File: src/rtl/freq_meter_pkg.sv
`default_nettype none
// ============================================================================
//  Module      : freq_meter_pkg
//  Description : Shared types and helpers for the frequency meter.
//                - state_t : measurement FSM states
//                - BCD_W   : bits per BCD digit
//                - clog2   : ceiling log2 used to size internal counters
//  Revision    : 1.0  initial release
// ============================================================================
package freq_meter_pkg;

   typedef enum logic [1:0] {
      IDLE   = 2'd0,
      WARMUP = 2'd1,
      GATE   = 2'd2
   } state_t;

   localparam int BCD_W = 4;

   function automatic int clog2(input int value);
      int r;
      r = 0;
      while ((1 << r) < value) r = r + 1;
      return r;
   endfunction

endpackage
`default_nettype wire

File: src/rtl/bcd_digit.sv
`default_nettype none
// ============================================================================
//  Module      : bcd_digit
//  Description : One BCD digit of the edge-counting chain.
//  Ports       : sysclk  in   clock
//                rst     in   asynchronous reset, active high
//                inc     in   increment request (ripple input)
//                hold    in   chain is saturated: suppress the increment
//                clr     in   synchronous clear (wins over increment)
//                digit   out  current digit value
//                incd    out  value after this cycle's increment, before clr
//                carry   out  inc & (digit == 9)
//  Revision    : 1.0  initial release
// ============================================================================
module bcd_digit
   import freq_meter_pkg::*;
(
   input  logic             sysclk,
   input  logic             rst,
   input  logic             inc,
   input  logic             hold,
   input  logic             clr,
   output logic [BCD_W-1:0] digit,
   output logic [BCD_W-1:0] incd,
   output logic             carry
);

   logic [BCD_W-1:0] r_digit;
   logic             w_nine;
   logic             w_step;

   assign w_nine = (r_digit == BCD_W'(9));
   assign w_step = inc & ~hold;
   assign carry  = inc & w_nine;
   assign incd   = w_step ? (w_nine ? '0 : r_digit + BCD_W'(1)) : r_digit;
   assign digit  = r_digit;

   always_ff @(posedge sysclk or posedge rst) begin
      if (rst) begin
         r_digit <= '0;
      end else if (clr) begin
         r_digit <= '0;
      end else begin
         r_digit <= incd;
      end
   end

endmodule
`default_nettype wire

File: src/rtl/freq_meter.sv
`default_nettype none
// ============================================================================
//  Module      : freq_meter
//  Description : Counts rising edges of the asynchronous input sigin over a
//                fixed gate window of GATE_CYCLES sysclk cycles in a BCD
//                chain; at each window end the count is latched as the
//                reading and freq_valid pulses. Windows run back to back.
//  Ports       : sysclk      in   system clock (rising edge)
//                rst         in   asynchronous reset, active high
//                enable      in   1 = measure continuously, 0 = idle
//                sigin       in   asynchronous signal under test
//                freq_bcd    out  last completed reading, digit 0 in [3:0]
//                freq_valid  out  one-cycle pulse when freq_bcd/overflow update
//                overflow    out  last reading saturated at all nines
//                measuring   out  high while a gate window is open
//  Revision    : 1.0  initial release
// ============================================================================
module freq_meter
   import freq_meter_pkg::*;
#(
   parameter int CLK_HZ      = 50_000_000,
   parameter int GATE_CYCLES = CLK_HZ,
   parameter int DIGITS      = 5,
   parameter int SYNC_STAGES = 2
) (
   input  logic                      sysclk,
   input  logic                      rst,
   input  logic                      enable,
   input  logic                      sigin,
   output logic [BCD_W*DIGITS-1:0]   freq_bcd,
   output logic                      freq_valid,
   output logic                      overflow,
   output logic                      measuring
);

   localparam int c_gate_w = (clog2(GATE_CYCLES) > 0) ? clog2(GATE_CYCLES) : 1;
   localparam int c_warm_w = (clog2(SYNC_STAGES + 1) > 0) ? clog2(SYNC_STAGES + 1) : 1;
   localparam logic [c_gate_w-1:0] c_gate_last = c_gate_w'(GATE_CYCLES - 1);
   localparam logic [c_warm_w-1:0] c_warm_last = c_warm_w'(SYNC_STAGES);

   if (CLK_HZ < 1 || GATE_CYCLES < 1 || DIGITS < 1 || SYNC_STAGES < 2) begin : g_param_check
      $error("freq_meter: invalid parameter set");
   end

   // ---------------------------------------------------------------- sync
   logic [SYNC_STAGES-1:0] r_sync;
   logic                   r_hist;
   logic                   w_edge;

   always_ff @(posedge sysclk or posedge rst) begin
      if (rst) begin
         r_sync <= '0;
         r_hist <= 1'b0;
      end else begin
         r_sync <= {r_sync[SYNC_STAGES-2:0], sigin};
         r_hist <= r_sync[SYNC_STAGES-1];
      end
   end

   assign w_edge = r_sync[SYNC_STAGES-1] & ~r_hist;

   // ----------------------------------------------------------- BCD chain
   state_t                  r_state;
   logic [c_gate_w-1:0]     r_gate_cnt;
   logic [c_warm_w-1:0]     r_warm_cnt;
   logic                    r_sticky;
   logic [BCD_W*DIGITS-1:0] r_freq;
   logic                    r_valid;
   logic                    r_ovf;
   logic                    r_meas;

   logic                    w_count;
   logic                    w_gate_end;
   logic                    w_chain_clr;
   logic                    w_sat;
   logic                    w_prefix;
   logic [DIGITS-1:0]       w_inc;
   logic [DIGITS-1:0]       w_carry;
   logic [DIGITS-1:0]       w_nine;
   logic [BCD_W*DIGITS-1:0] w_chain;
   logic [BCD_W*DIGITS-1:0] w_chain_next;

   assign w_count     = (r_state == GATE) & w_edge;
   assign w_gate_end  = (r_state == GATE) && (r_gate_cnt == c_gate_last);
   // Chain is held at zero outside GATE, so it is clean on WARMUP entry;
   // at window end it clears while the reading takes w_chain_next.
   assign w_chain_clr = (r_state != GATE) | w_gate_end;
   // Every carry set means all digits are 9 and an edge arrived.
   assign w_sat       = &w_carry;

   // Increment requests come from the registered nine flags of the lower
   // digits, so the whole chain settles in one cycle without a
   // combinational path through the digits' carry outputs.
   always_comb begin
      w_prefix = 1'b1;
      w_inc    = '0;
      for (int i = 0; i < DIGITS; i++) begin
         w_inc[i] = w_count & w_prefix;
         w_prefix = w_prefix & w_nine[i];
      end
   end

   for (genvar i = 0; i < DIGITS; i++) begin : g_digit
      bcd_digit u_digit (
         .sysclk (sysclk),
         .rst    (rst),
         .inc    (w_inc[i]),
         .hold   (w_sat),
         .clr    (w_chain_clr),
         .digit  (w_chain[i*BCD_W +: BCD_W]),
         .incd   (w_chain_next[i*BCD_W +: BCD_W]),
         .carry  (w_carry[i])
      );
      assign w_nine[i] = (w_chain[i*BCD_W +: BCD_W] == BCD_W'(9));
   end

   // ----------------------------------------------------------------- FSM
   always_ff @(posedge sysclk or posedge rst) begin
      if (rst) begin
         r_state    <= IDLE;
         r_gate_cnt <= '0;
         r_warm_cnt <= '0;
         r_sticky   <= 1'b0;
         r_freq     <= '0;
         r_valid    <= 1'b0;
         r_ovf      <= 1'b0;
         r_meas     <= 1'b0;
      end else begin
         r_valid <= 1'b0;
         case (r_state)
            IDLE: begin
               r_meas     <= 1'b0;
               r_gate_cnt <= '0;
               r_warm_cnt <= '0;
               r_sticky   <= 1'b0;
               if (enable) r_state <= WARMUP;
            end
            // Lets stale synchronizer contents flush out before counting.
            WARMUP: begin
               if (!enable) begin
                  r_state <= IDLE;
               end else if (r_warm_cnt == c_warm_last) begin
                  r_state    <= GATE;
                  r_meas     <= 1'b1;
                  r_gate_cnt <= '0;
                  r_sticky   <= 1'b0;
               end else begin
                  r_warm_cnt <= r_warm_cnt + c_warm_w'(1);
               end
            end
            GATE: begin
               if (w_gate_end) begin
                  // Terminal cycle always reports, even if enable dropped.
                  r_freq     <= w_chain_next;
                  r_ovf      <= r_sticky | w_sat;
                  r_valid    <= 1'b1;
                  r_sticky   <= 1'b0;
                  r_gate_cnt <= '0;
                  if (!enable) begin
                     r_state <= IDLE;
                     r_meas  <= 1'b0;
                  end
               end else if (!enable) begin
                  r_state <= IDLE;
                  r_meas  <= 1'b0;
               end else begin
                  r_gate_cnt <= r_gate_cnt + c_gate_w'(1);
                  if (w_sat) r_sticky <= 1'b1;
               end
            end
            default: begin
               r_state <= IDLE;
               r_meas  <= 1'b0;
            end
         endcase
      end
   end

   assign freq_bcd   = r_freq;
   assign freq_valid = r_valid;
   assign overflow   = r_ovf;
   assign measuring  = r_meas;

endmodule
`default_nettype wire

File: config.mk
export PLATFORM = sky130hd
export DESIGN_NAME = freq_meter
export DESIGN_NICKNAME = d
export VERILOG_FILES = /design/src/rtl/freq_meter_pkg.sv /design/src/rtl/bcd_digit.sv /design/src/rtl/freq_meter.sv
export SDC_FILE = /design/constraint.sdc
export NUM_CORES = 1
export LEC_CHECK = 0
export ABC_AREA = 1
export BUFFER_PORTS_ARGS = -buffer_cell sky130_fd_sc_hd__buf_2
export CAP_MARGIN = 20
export CELL_PAD_IN_SITES_DETAIL_PLACEMENT = 1
export CELL_PAD_IN_SITES_GLOBAL_PLACEMENT = 1
export CORE_AREA = 2 2 109 111
export CTS_CLUSTER_SIZE = 24
export DETAILED_ROUTE_END_ITERATION = 12
export DIE_AREA = 0 0 111 113
export PLACE_DENSITY_LB_ADDON = 0.1
export SLEW_MARGIN = 40
export SYNTH_ARGS = -nofsm -noshare
export SYNTH_HDL_FRONTEND = slang
export SYNTH_HIERARCHICAL = 1
export SYNTH_SLANG_ARGS = --single-unit
File: constraint.sdc
create_clock -name sysclk -period 2.9 [get_ports sysclk]
set_clock_uncertainty 0.1 [all_clocks]
set_input_delay 0.145 -clock sysclk [delete_from_list [all_inputs] [get_ports sysclk]]
set_output_delay 0.145 -clock sysclk [all_outputs]
set_load 0.01 [all_outputs]
==> results of run 1 <==
## repair_timing
item / CTS / global route
hold buffers: 2 / 0
gates cloned: 0 / 0
pin swaps: 0 / 4
setup buffers: 0 / 3
resized for setup: 1 / 9
setup endpoints to repair: 3 / 39
endpoints found under the hold margin: 36 / 0
## cells in the final DEF, fill, tap and decap left out, types with 2 or more instances in the layout
master | Yosys | layout
ha_1 | 2 | 2
a21oi_1 | 5 | 5
buf_4 | 1 | 12
nor3b_1 | 2 | 2
buf_2 | 0 | 26
nand3_2 | 2 | 2
o21ai_1 | 5 | 5
nand2_2 | 11 | 13
nor4_2 | 0 | 3
inv_2 | 6 | 8
xor2_1 | 6 | 6
nor3_1 | 14 | 13
clkinv_2 | 1 | 3
clkbuf_16 | 0 | 9
o21ai_0 | 38 | 38
nor2_2 | 8 | 10
o21bai_1 | 6 | 6
inv_1 | 90 | 88
clkbuf_1 | 2 | 3
nor2_4 | 8 | 8
nand2_1 | 177 | 175
dfrtp_1 | 77 | 77
nor4_1 | 6 | 3
dlygate4sd3_1 | 0 | 2
nand3_1 | 39 | 39
xnor2_1 | 2 | 2
nand4_1 | 9 | 9
nor2_1 | 103 | 101
a31oi_1 | 2 | 2
## final cells by class
| cell class | instances | share of cell area |
|---|---|---|
| clock buffer | 13 | 0.0490 |
| timing repair buffer | 41 | 0.0509 |
| sequential | 77 | 0.377 |
| tap | 143 | 0.0350 |
| clock inverter | 2 | 0.00196 |
| multi-input combinational | 448 | 0.415 |
| inverter | 97 | 0.0715 |
## worst min-delay path, stage by stage
cell     delay [ps]
buf_2           140
inv_1           140
a21oi_1          90
## power breakdown
| group | switching [mW] | internal (mW) |
|---|---|---|
| Clock | 0.449 | 0.597 |
| Combinational | 0.392 | 0.123 |
| Sequential | 0.0260 | 1.11 |
## worst max-delay path by stage
| stage | slack, ps | to | depth (start not counted) |
|---|---|---|---|
| 6_report | 210 | freq_bcd[7]$_DFFE_PP0P_ | 19 |
| 5_1_grt | -50 | freq_bcd[18]$_DFFE_PP0P_ | 21 |
| 4_1_cts | 60 | freq_bcd[10]$_DFFE_PP0P_ | 21 |
| 3_5_place_dp | 20 | freq_bcd[10]$_DFFE_PP0P_ | 21 |
| 3_3_place_gp | 170 | freq_bcd[18]$_DFFE_PP0P_ | 21 |
| 2_1_floorplan | 4 | freq_bcd[6]$_DFFE_PP0P_ | 22 |
## sequential cells by signal, summed over array words and instances, names as in the netlist
name,cells
r_state,2
r_warm_cnt,2
r_hist,1
r_gate_cnt,26
freq_bcd,20
freq_valid,1
r_sticky,1
r_sync,2
measuring,1
overflow,1
g_digit.u_digit/digit,20
## kinds of logic after synthesis
group,synth area share
buf+inv,0.0957
fa+ha+maj,0.00565
xor+xnor,0.0158
simple gates,0.373
compound gates,0.0746
flops,0.435
## layer usage
metal,share of wire,vias up,GRT usage,wire [um]
met5,0,-,0,0
met4,0.026,0,0.0942,337
met2,0.52,57,0.390,6670
met1,0.43,2085,0.250,5560
met3,0.023,23,0.0380,297
li1,-,2051,-,-
==> impl_metrics.yaml, run 1 <==
placed_design:
  place_inst: 801
  dpl_worst_slack_ps: 16.8
  portBuffers: 26
  place.gp.congestion: 0.896
  dp_hpwl_um: 9480
  placed_cell_area_um2: 4770
critical_path:
  crit_arrival_ps: 2870
  rrSetupSlack_ps: 210
  cp.required_ps: 3080
  cp_max_fo: 6
  r2r_start: "r_state[0]$_DFFE_PP0P_"
  path_cells: "nor2_2 -> nand2_1 -> nor2_2 -> nand4_1 -> inv_2 -> nand2_2 -> inv_1 -> inv_1 -> nor4_2 -> nand3_1 -> nor2_1 -> buf_4 -> buf_4 -> nor2_1 -> nand3_1 -> nand3_1 -> inv_1 -> nand2_1 -> nand2_1"
  slowest_delay_ps: 390
  critPathTopFamily: "simple AND/OR/NAND/NOR gates"
  ff2ff_path_depth: 19
  start_kind: "flop"
  critPathCaptureType: "flop"
  rr_endpoint: "freq_bcd[7]$_DFFE_PP0P_"
  worstSetupPathType: "reg -> reg"
  timing.critical_path.from: "r_state[0]$_DFFE_PP0P_"
  crit_slowest_cell: "dfrtp_1"
  crit_buf_inv: 6
synthesis:
  synth-main-ff-cell: "dfrtp_1"
  synthCells: 630
  syn_nets: 636
  synth.top_cell.area_share: 0.435
  ys_warn_count: 6
  synth.distinct_cells: 30
  syn_area_per_cell_um2: 7.03
  ys_seq_elements: 77
  yosys.area.top_type: "dfrtp_1"
  synthTopCellsByArea: "dfrtp_1, nand2_1, nor2_1, inv_1, nand3_1"
  synth.most_common_cell: "nand2_1"
  seq_area_frac_synth: 0.435
  synth_edf_count: 0
  synthTopCellsByCount: "nand2_1, nor2_1, inv_1"
  netlist_area_um2: 4430
  async_flop_share: 1.00
pwr:
  p_leak_nw: 2.42
  fin_total_pwr_mw: 2.70
  ir_drop_mv: 0.280
  p_per_area_nw_per_um2: 528
drt:
  via_per_inst: 5.14
  wirelength_um: 12900
  detail-route-antenna-nets: 0
  vias: 4216
  drc: 0
  drt_first_pass_iters: 4
  drtIter0Drc: 97
  routedWlPerCell_um: 15.7
status:
  status: "finished clean"
cells_and_area:
  n_antenna_cell: 0
  fillCellCount: 1457
  multi_input_area_um2: 2120
  fin_util: 0.453
  ff_latch_area_um2: 1930
  layout.nets: 680
  final_area_um2: 5110
  fin_cells: 821
  area_growth_pct: 15.4
  final_layout_size_suffix_gt1_frac: 0.146
clock_network:
  h-tree-depth: 3
  cts_buffers: 9
  cts.sinks: 77
  cts_tree: "built"
  clock_latency_ps: 350
  clk_pin_slew_ps: 60
  cts_max_path_buffers: 2
  clock-root-buffer: "clkbuf_16"
floorplan:
  dieArea_um2: 12500
  coreArea_um2: 11300
  fp.dieW_um: 111
  io_pins: 27
  initial_core_util: 0.393
  die_h_um: 113
  row_count: 39
min_path:
  hp-start: "enable"
  hold_path_class: "in -> reg"
  worstHoldEndpoint: "r_state[0]$_DFFE_PP0P_"
  min_delay_path_depth: 3
grt:
  antenna_found_initial: 0
  gr-total-overflow: 0
  grt_pass1_vias: 4425
  grt_max_degree: 43
  grtUsageTotal: 0.215
  grt_pass1_wl_um: 21500
timing:
  tightest_slew_ps: 492
  fin_tns_setup_ps: 0
  hold_viol_final: 0
  hold_ws_ps: 106
  fin_ws_ps: 213
  timing.fmax_ghz: 0.372
  period_needed_ps: 2690
  rsz0062_at_grt: "true"
  finalSetupViolCount: 0
  slew_violations: 0
  fin_crit_sh: 0.927
  slew_headroom: 0.671
flow_run:
  cap_violations: 0
(Power assumes the default switching activity.)
==> inputs of run 2 (changes only) <==
--- a/config.mk
+++ b/config.mk
@@ -5,15 +5,14 @@
 export SDC_FILE = /design/constraint.sdc
 export NUM_CORES = 1
 export LEC_CHECK = 0
-export ABC_AREA = 1
 export BUFFER_PORTS_ARGS = -buffer_cell sky130_fd_sc_hd__buf_2
 export CAP_MARGIN = 20
 export CELL_PAD_IN_SITES_DETAIL_PLACEMENT = 1
 export CELL_PAD_IN_SITES_GLOBAL_PLACEMENT = 1
-export CORE_AREA = 2 2 109 111
+export CORE_AREA = 2 2 101 103
 export CTS_CLUSTER_SIZE = 24
 export DETAILED_ROUTE_END_ITERATION = 12
-export DIE_AREA = 0 0 111 113
+export DIE_AREA = 0 0 103 105
 export PLACE_DENSITY_LB_ADDON = 0.1
 export SLEW_MARGIN = 40
 export SYNTH_ARGS = -nofsm -noshare
==> run 2 against run 1 <==
Global-route usage fell by 0.56 points. Register-to-register slack barely moved. Power fell by 18%. Sequential share of layout area rose by 3.6 points. Worst setup slack improved by 5.5 ps. Combinational power fell by 77%. Die area fell by 14%. Critical path type unchanged. Largest power group unchanged. Wire length fell by 21%. Count of clock-buffer cells in the layout fell by 3. Final cell count fell by 25%.
==> impl_metrics.yaml, run 2 <==
status:
  status: "finished clean"
timing:
  period_needed_ps: 2680
  rsz0062_at_grt: "false"
  fin_tns_setup_ps: 0
  slew_headroom: 0.530
  hold_ws_ps: 32.8
  fin_crit_sh: 0.925
  finalSetupViolCount: 0
  fin_ws_ps: 218
  slew_violations: 0
  timing.fmax_ghz: 0.373
  hold_viol_final: 0
  tightest_slew_ps: 704
synthesis:
  seq_area_frac_synth: 0.485
  ys_seq_elements: 77
  synth-main-ff-cell: "dfrtp_1"
  async_flop_share: 1.00
  synthCells: 431
  netlist_area_um2: 3970
  syn_area_per_cell_um2: 9.21
  yosys.area.top_type: "dfrtp_1"
  synthTopCellsByCount: "nand2_1, dfrtp_1, a21oi_1"
  synth.most_common_cell: "nand2_1"
  synthTopCellsByArea: "dfrtp_1, nand2_1, xnor2_1, a21oi_1, nand3_1"
  synth.distinct_cells: 48
  synth_edf_count: 0
  ys_warn_count: 6
  syn_nets: 437
  synth.top_cell.area_share: 0.485
placed_design:
  place_inst: 598
  place.gp.congestion: 0.847
  dp_hpwl_um: 7340
  dpl_worst_slack_ps: 125
  portBuffers: 26
pwr:
  comb_power_share: 0.054
  p_per_area_nw_per_um2: 476
  fin_total_pwr_mw: 2.22
  p_leak_nw: 2.16
  p_seq_frac: 0.489
  pwr-share-clk: 0.458
  p_int_mw: 1.71
  p_sw_frac: 0.231
  p_switching_mw: 0.513
  ir_drop_mv: 0.275
min_path:
  hp-start: "enable"
  hold_path_class: "in -> reg"
critical_path:
  path_common_cell: "and2_4"
  slowest_delay_ps: 480
  start_kind: "flop"
  critPathTopFamily: "simple AND/OR/NAND/NOR gates"
  path_cells: "nor4bb_2 -> and2_4 -> and3_2 -> and2_4 -> nand3_1 -> nor2_1 -> nand2_1 -> nor2_2 -> buf_4 -> nand4b_1 -> xnor2_1 -> nor2b_1"
  cp.required_ps: 3090
  critPathCaptureType: "flop"
  worstSetupPathType: "reg -> reg"
  timing.critical_path.from: "g_digit[0].u_digit/digit[1]$_DFF_PP0_"
  crit_arrival_ps: 2870
  cp_max_fo: 9
  crit_slowest_cell: "dfrtp_1"
  crit_buf_inv: 1
  r2r_start: "g_digit[0].u_digit/digit[1]$_DFF_PP0_"
drt:
  vias: 3288
  wirelength_um: 10100
  routedWlPerCell_um: 16.4
  wl_met3_um: 153
  drt-met1-wl_um: 4480
  detail-route-antenna-nets: 0
  dr.max_layer_used: "met4"
  drtIter0Drc: 85
  drt_first_pass_iters: 4
  via_per_inst: 5.34
  routed-wl-met2_um: 5200
  drc: 0
grt:
  grt_pass1_vias: 3509
  grt_pass1_wl_um: 17600
  grtUsageTotal: 0.209
  gr-total-overflow: 0
  grt_max_degree: 33
  antenna_found_initial: 0
clock_network:
  cts_buffers: 9
  clock-root-buffer: "clkbuf_8"
  cts_tree: "built"
  cts_max_path_buffers: 2
  h-tree-depth: 3
  clk_pin_slew_ps: 80
  clock_latency_ps: 370
  cts.sinks: 77
floorplan:
  dieArea_um2: 10800
  fp.dieW_um: 103
  initial_core_util: 0.412
  die_h_um: 105
  coreArea_um2: 9640
  row_count: 36
  io_pins: 27
flow_run:
  cap_violations: 0
cells_and_area:
  final_layout_size_suffix_gt1_frac: 0.178
  mostFrequentLayoutCell: "nand2_1"
  fillCellCount: 1170
  fin_cells: 616
  layout.nets: 484
  final_cell_mix: "nand2_1, dfrtp_1, buf_2, a21oi_1, nor2_1"
  area_growth_pct: 17.6
  largest_register: "r_gate_cnt"
  largest_reg_flops: 26
  n_antenna_cell: 0
## run 2: changes by cell type after synthesis, moves of 11 or more
cell     before  now
xnor2_1       2   17
or3_1         0   15
nor2_1      103   23
a21oi_1       5   25
nand3_1      39   20
nand2_1     177  103
nand2_2      11    0
inv_1        90   12
nor2b_1       0   13
o21ai_0      38   12
## run 2: through the flow
stage	cell area, um^2	utilization
after floorplan	3980	-
after global placement	4370	0.453
after detailed placement	4370	0.453
after CTS	4630	0.481
after global routing	4670	0.484
final	4670	0.484
## run 2: what timing repair did
| item | in CTS | in global routing |
|---|---|---|
| endpoints found under the hold margin | 51 | 0 |
| hold buffers | 2 | 0 |
| buffers inserted | 0 | 0 |
| setup endpoints to repair | 0 | 40 |
| resized for setup | 0 | 8 |
## run 2: worst paths after layout
check / to / slack [ps] / cells past startpoint
setup / recovery: g_digit[1].u_digit/digit[2]$_DFF_PP0_ / 220 / 12
hold / removal: r_state[1]$_DFFE_PP0P_ / 30 / 2
setup reg to reg: g_digit[1].u_digit/digit[2]$_DFF_PP0_ / 220 / 12
hold reg to reg: r_sync[1]$_DFF_PP0_ / 250 / 0
max in group asynchronous: freq_bcd[1]$_DFFE_PP0P_ / 1710 / 4
min in group asynchronous: g_digit[3].u_digit/digit[0]$_DFF_PP0_ / 170 / 3
## run 2: metal layers
layer	vias to the layer above	global-route usage
met2	27	0.354
met4	0	0.105
met3	20	0.0281
li1	1598	-
met1	1643	0.257
met5	-	0
## run 2: final cells by class
| type | count | area [um^2] | area share |
|---|---|---|---|
| clock inverter | 6 | 110 | 0.0236 |
| sequential | 77 | 1930 | 0.413 |
| tap | 133 | 166 | 0.0357 |
| inverter | 12 | 46.3 | 0.00992 |
| timing repair buffer | 45 | 278 | 0.0595 |
| clock buffer | 10 | 138 | 0.0295 |
| multi-input combinational | 333 | 2000 | 0.429 |
## run 2: cells by family (layout without fill, tap and decap cells)
logic type,count (synthesis),after routing,share of synthesized area
AOI/OAI and AO/OA,57,57,0.0901
xor gates and xnor gates,22,22,0.0485
adders and majority gates,2,2,0.00630
buffers and inverters,21,73,0.0205
DFF,77,77,0.485
and+or+nand+nor,252,252,0.349
## run 2: power by group through the flow
stage | clock (mW) | sequential [mW] | combinational (mW)
floorplan | 0 | 1.11 | 0.0699
global placement | 0 | 1.11 | 0.116
detailed placement | 0 | 1.11 | 0.119
CTS | 1.05 | 1.09 | 0.122
global route | 1.09 | 1.09 | 0.134
finish | 1.02 | 1.09 | 0.119
==> inputs of run 3 (changes only) <==
--- a/config.mk
+++ b/config.mk
@@ -9,10 +9,10 @@
 export CAP_MARGIN = 20
 export CELL_PAD_IN_SITES_DETAIL_PLACEMENT = 1
 export CELL_PAD_IN_SITES_GLOBAL_PLACEMENT = 1
-export CORE_AREA = 2 2 101 103
+export CORE_AREA = 5 5 104 106
 export CTS_CLUSTER_SIZE = 24
 export DETAILED_ROUTE_END_ITERATION = 12
-export DIE_AREA = 0 0 103 105
+export DIE_AREA = 0 0 109 111
 export PLACE_DENSITY_LB_ADDON = 0.1
 export SLEW_MARGIN = 40
 export SYNTH_ARGS = -nofsm -noshare
==> run 3 against run 2 <==
Sequential cell count did not move. Die area is 12% higher. Wire length increased by 0.74%. Sequential share of layout area is essentially flat. Sequential power about the same. Critical endpoint is now freq_bcd[1]$_DFFE_PP0P_. Fmax grew 2.2%. Largest cell class unchanged. Critical path depth grew 3.
==> impl_metrics.yaml, run 3 (synthesis results as in run 2) <==
critical_path:
  rrSetupSlack_ps: 280
  worstSetupPathType: "reg -> reg"
  slowest_delay_ps: 380
  critPathCaptureType: "flop"
  crit_end: "freq_bcd[1]$_DFFE_PP0P_"
  rr_endpoint: "freq_bcd[1]$_DFFE_PP0P_"
  r2r_start: "r_state[0]$_DFFE_PP0P_"
  ff2ff_path_depth: 15
  cp_max_fo: 17
  crit_arrival_ps: 2770
  cp.required_ps: 3050
  path_cells: "nand2b_1 -> nor3b_2 -> and2_1 -> and3_1 -> and2_1 -> nand3_1 -> nor2_1 -> nand2_1 -> nor2_4 -> buf_12 -> nand3b_2 -> or3_1 -> nand2_1 -> nand2_1 -> nand2_1"
  path_common_cell: "nand2_1"
  crit_slowest_cell: "dfrtp_1"
  timing.critical_path.from: "r_state[0]$_DFFE_PP0P_"
  start_kind: "flop"
cells_and_area:
  final_layout_size_suffix_gt1_frac: 0.167
  final_cell_mix: "nand2_1, dfrtp_1, buf_2, a21oi_1, nor2_1"
  largest_reg_flops: 26
  layout.nets: 486
  area_growth_pct: 17.5
  final_area_um2: 4670
  fin_util: 0.482
  largest_register: "r_gate_cnt"
  fillCellCount: 1138
  mostFrequentLayoutCell: "nand2_1"
  n_antenna_cell: 0
drt:
  detail-route-antenna-nets: 0
  vias: 3272
  drt_first_pass_iters: 4
  drtIter0Drc: 96
  routedWlPerCell_um: 16.5
  drc: 0
  wirelength_um: 10200
  via_per_inst: 5.29
timing:
  finalSetupViolCount: 0
  fin_ws_ps: 277
  period_needed_ps: 2620
  hold_viol_final: 0
  rsz0062_at_grt: "false"
  fin_crit_sh: 0.904
  slew_headroom: 0.538
  fin_tns_setup_ps: 0
  tightest_slew_ps: 692
  timing.fmax_ghz: 0.381
  slew_violations: 0
grt:
  grtUsageTotal: 0.185
  antenna_found_initial: 0
  grt_pass1_vias: 3522
  grt_pass1_wl_um: 17600
  grt_max_degree: 31
  gr-total-overflow: 0
pwr:
  ir_drop_mv: 0.226
  p_leak_nw: 2.16
  p_per_area_nw_per_um2: 474
  fin_total_pwr_mw: 2.21
clock_network:
  clock_latency_ps: 370
  clk_pin_slew_ps: 80
  clock-root-buffer: "clkbuf_8"
  h-tree-depth: 3
  cts_buffers: 9
  cts_max_path_buffers: 2
  cts.sinks: 77
  cts_tree: "built"
placed_design:
  dpl_worst_slack_ps: 27.3
  portBuffers: 26
  dp_hpwl_um: 7380
  place.gp.congestion: 0.794
  placed_cell_area_um2: 4370
floorplan:
  fp.dieW_um: 109
  dieArea_um2: 12100
  initial_core_util: 0.410
  die_h_um: 111
  coreArea_um2: 9680
  row_count: 36
  io_pins: 27
status:
  status: "finished clean"
flow_run:
  cap_violations: 0
min_path:
  hold_path_class: "in -> reg"
run 3: changes by cell type in the layout (fill, tap and decap cells not counted), moves of 2 or more:
cell,before,now
a221oi_2,2,0
a221oi_1,3,5
and2_1,2,4
and2_4,2,0
run 3: worst min-delay path by stage:
stage | cells after the start | slack [ps] | startpoint | to
floorplan | 1 | -190 | rst | g_digit[0].u_digit/digit[0]$_DFF_PP0_
finish | 2 | 30 | enable | r_state[1]$_DFFE_PP0P_
CTS | 2 | 10 | enable | r_state[1]$_DFFE_PP0P_
global placement | 2 | 20 | rst | g_digit[4].u_digit/digit[0]$_DFF_PP0_
detailed placement | 2 | 10 | rst | g_digit[2].u_digit/digit[0]$_DFF_PP0_
global route | 2 | 20 | enable | r_state[1]$_DFFE_PP0P_
run 3: timing repair:
| item | CTS | global route |
|---|---|---|
| endpoints found under the setup margin | 1 | 24 |
| setup buffers | 0 | 1 |
| gates resized for setup | 1 | 0 |
| hold buffers | 2 | 0 |
| endpoints found under the hold margin | 49 | 0 |
| cloned | 0 | 0 |
| pin swaps | 0 | 1 |
run 3: worst max-delay path, delay by kind of cell, from the launching register on:
family,cells,cell delay (ps)
buf+inv,1,140
flops,1,380
simple gates,14,1900
run 3: metrics by stage:
step | hold WS, ps | cells
finish | 25.8 | 618
detailed placement | 14.0 | 599
floorplan | -189 | 431
CTS | 10.9 | 617
global route | 23.4 | 618
global placement | 15.6 | 599
run 3: area by class of cell:
cell class	instances	area [um^2]	area share
clock buffer	10	138	0.0295
timing repair buffer	47	305	0.0654
sequential	77	1930	0.413
multi-input combinational	333	1970	0.423
clock inverter	6	110	0.0236
tap	133	166	0.0357
inverter	12	45.0	0.00965
run 3: routing by layer:
| layer | up-vias | track usage | part of all wire |
|---|---|---|---|
| met1 | 1631 | 0.220 | 0.42 |
| met5 | - | 0 | 0 |
| met3 | 13 | 0.0309 | 0.020 |
| met2 | 27 | 0.328 | 0.54 |
| li1 | 1601 | - | - |
| met4 | 0 | 0.0673 | 0.018 |
run 3: report_power, final:
part           total (mW)  internal, mW  switching [mW]
Clock                1.01         0.593           0.418
Sequential           1.09          1.08         0.00513
Combinational       0.115        0.0323          0.0823
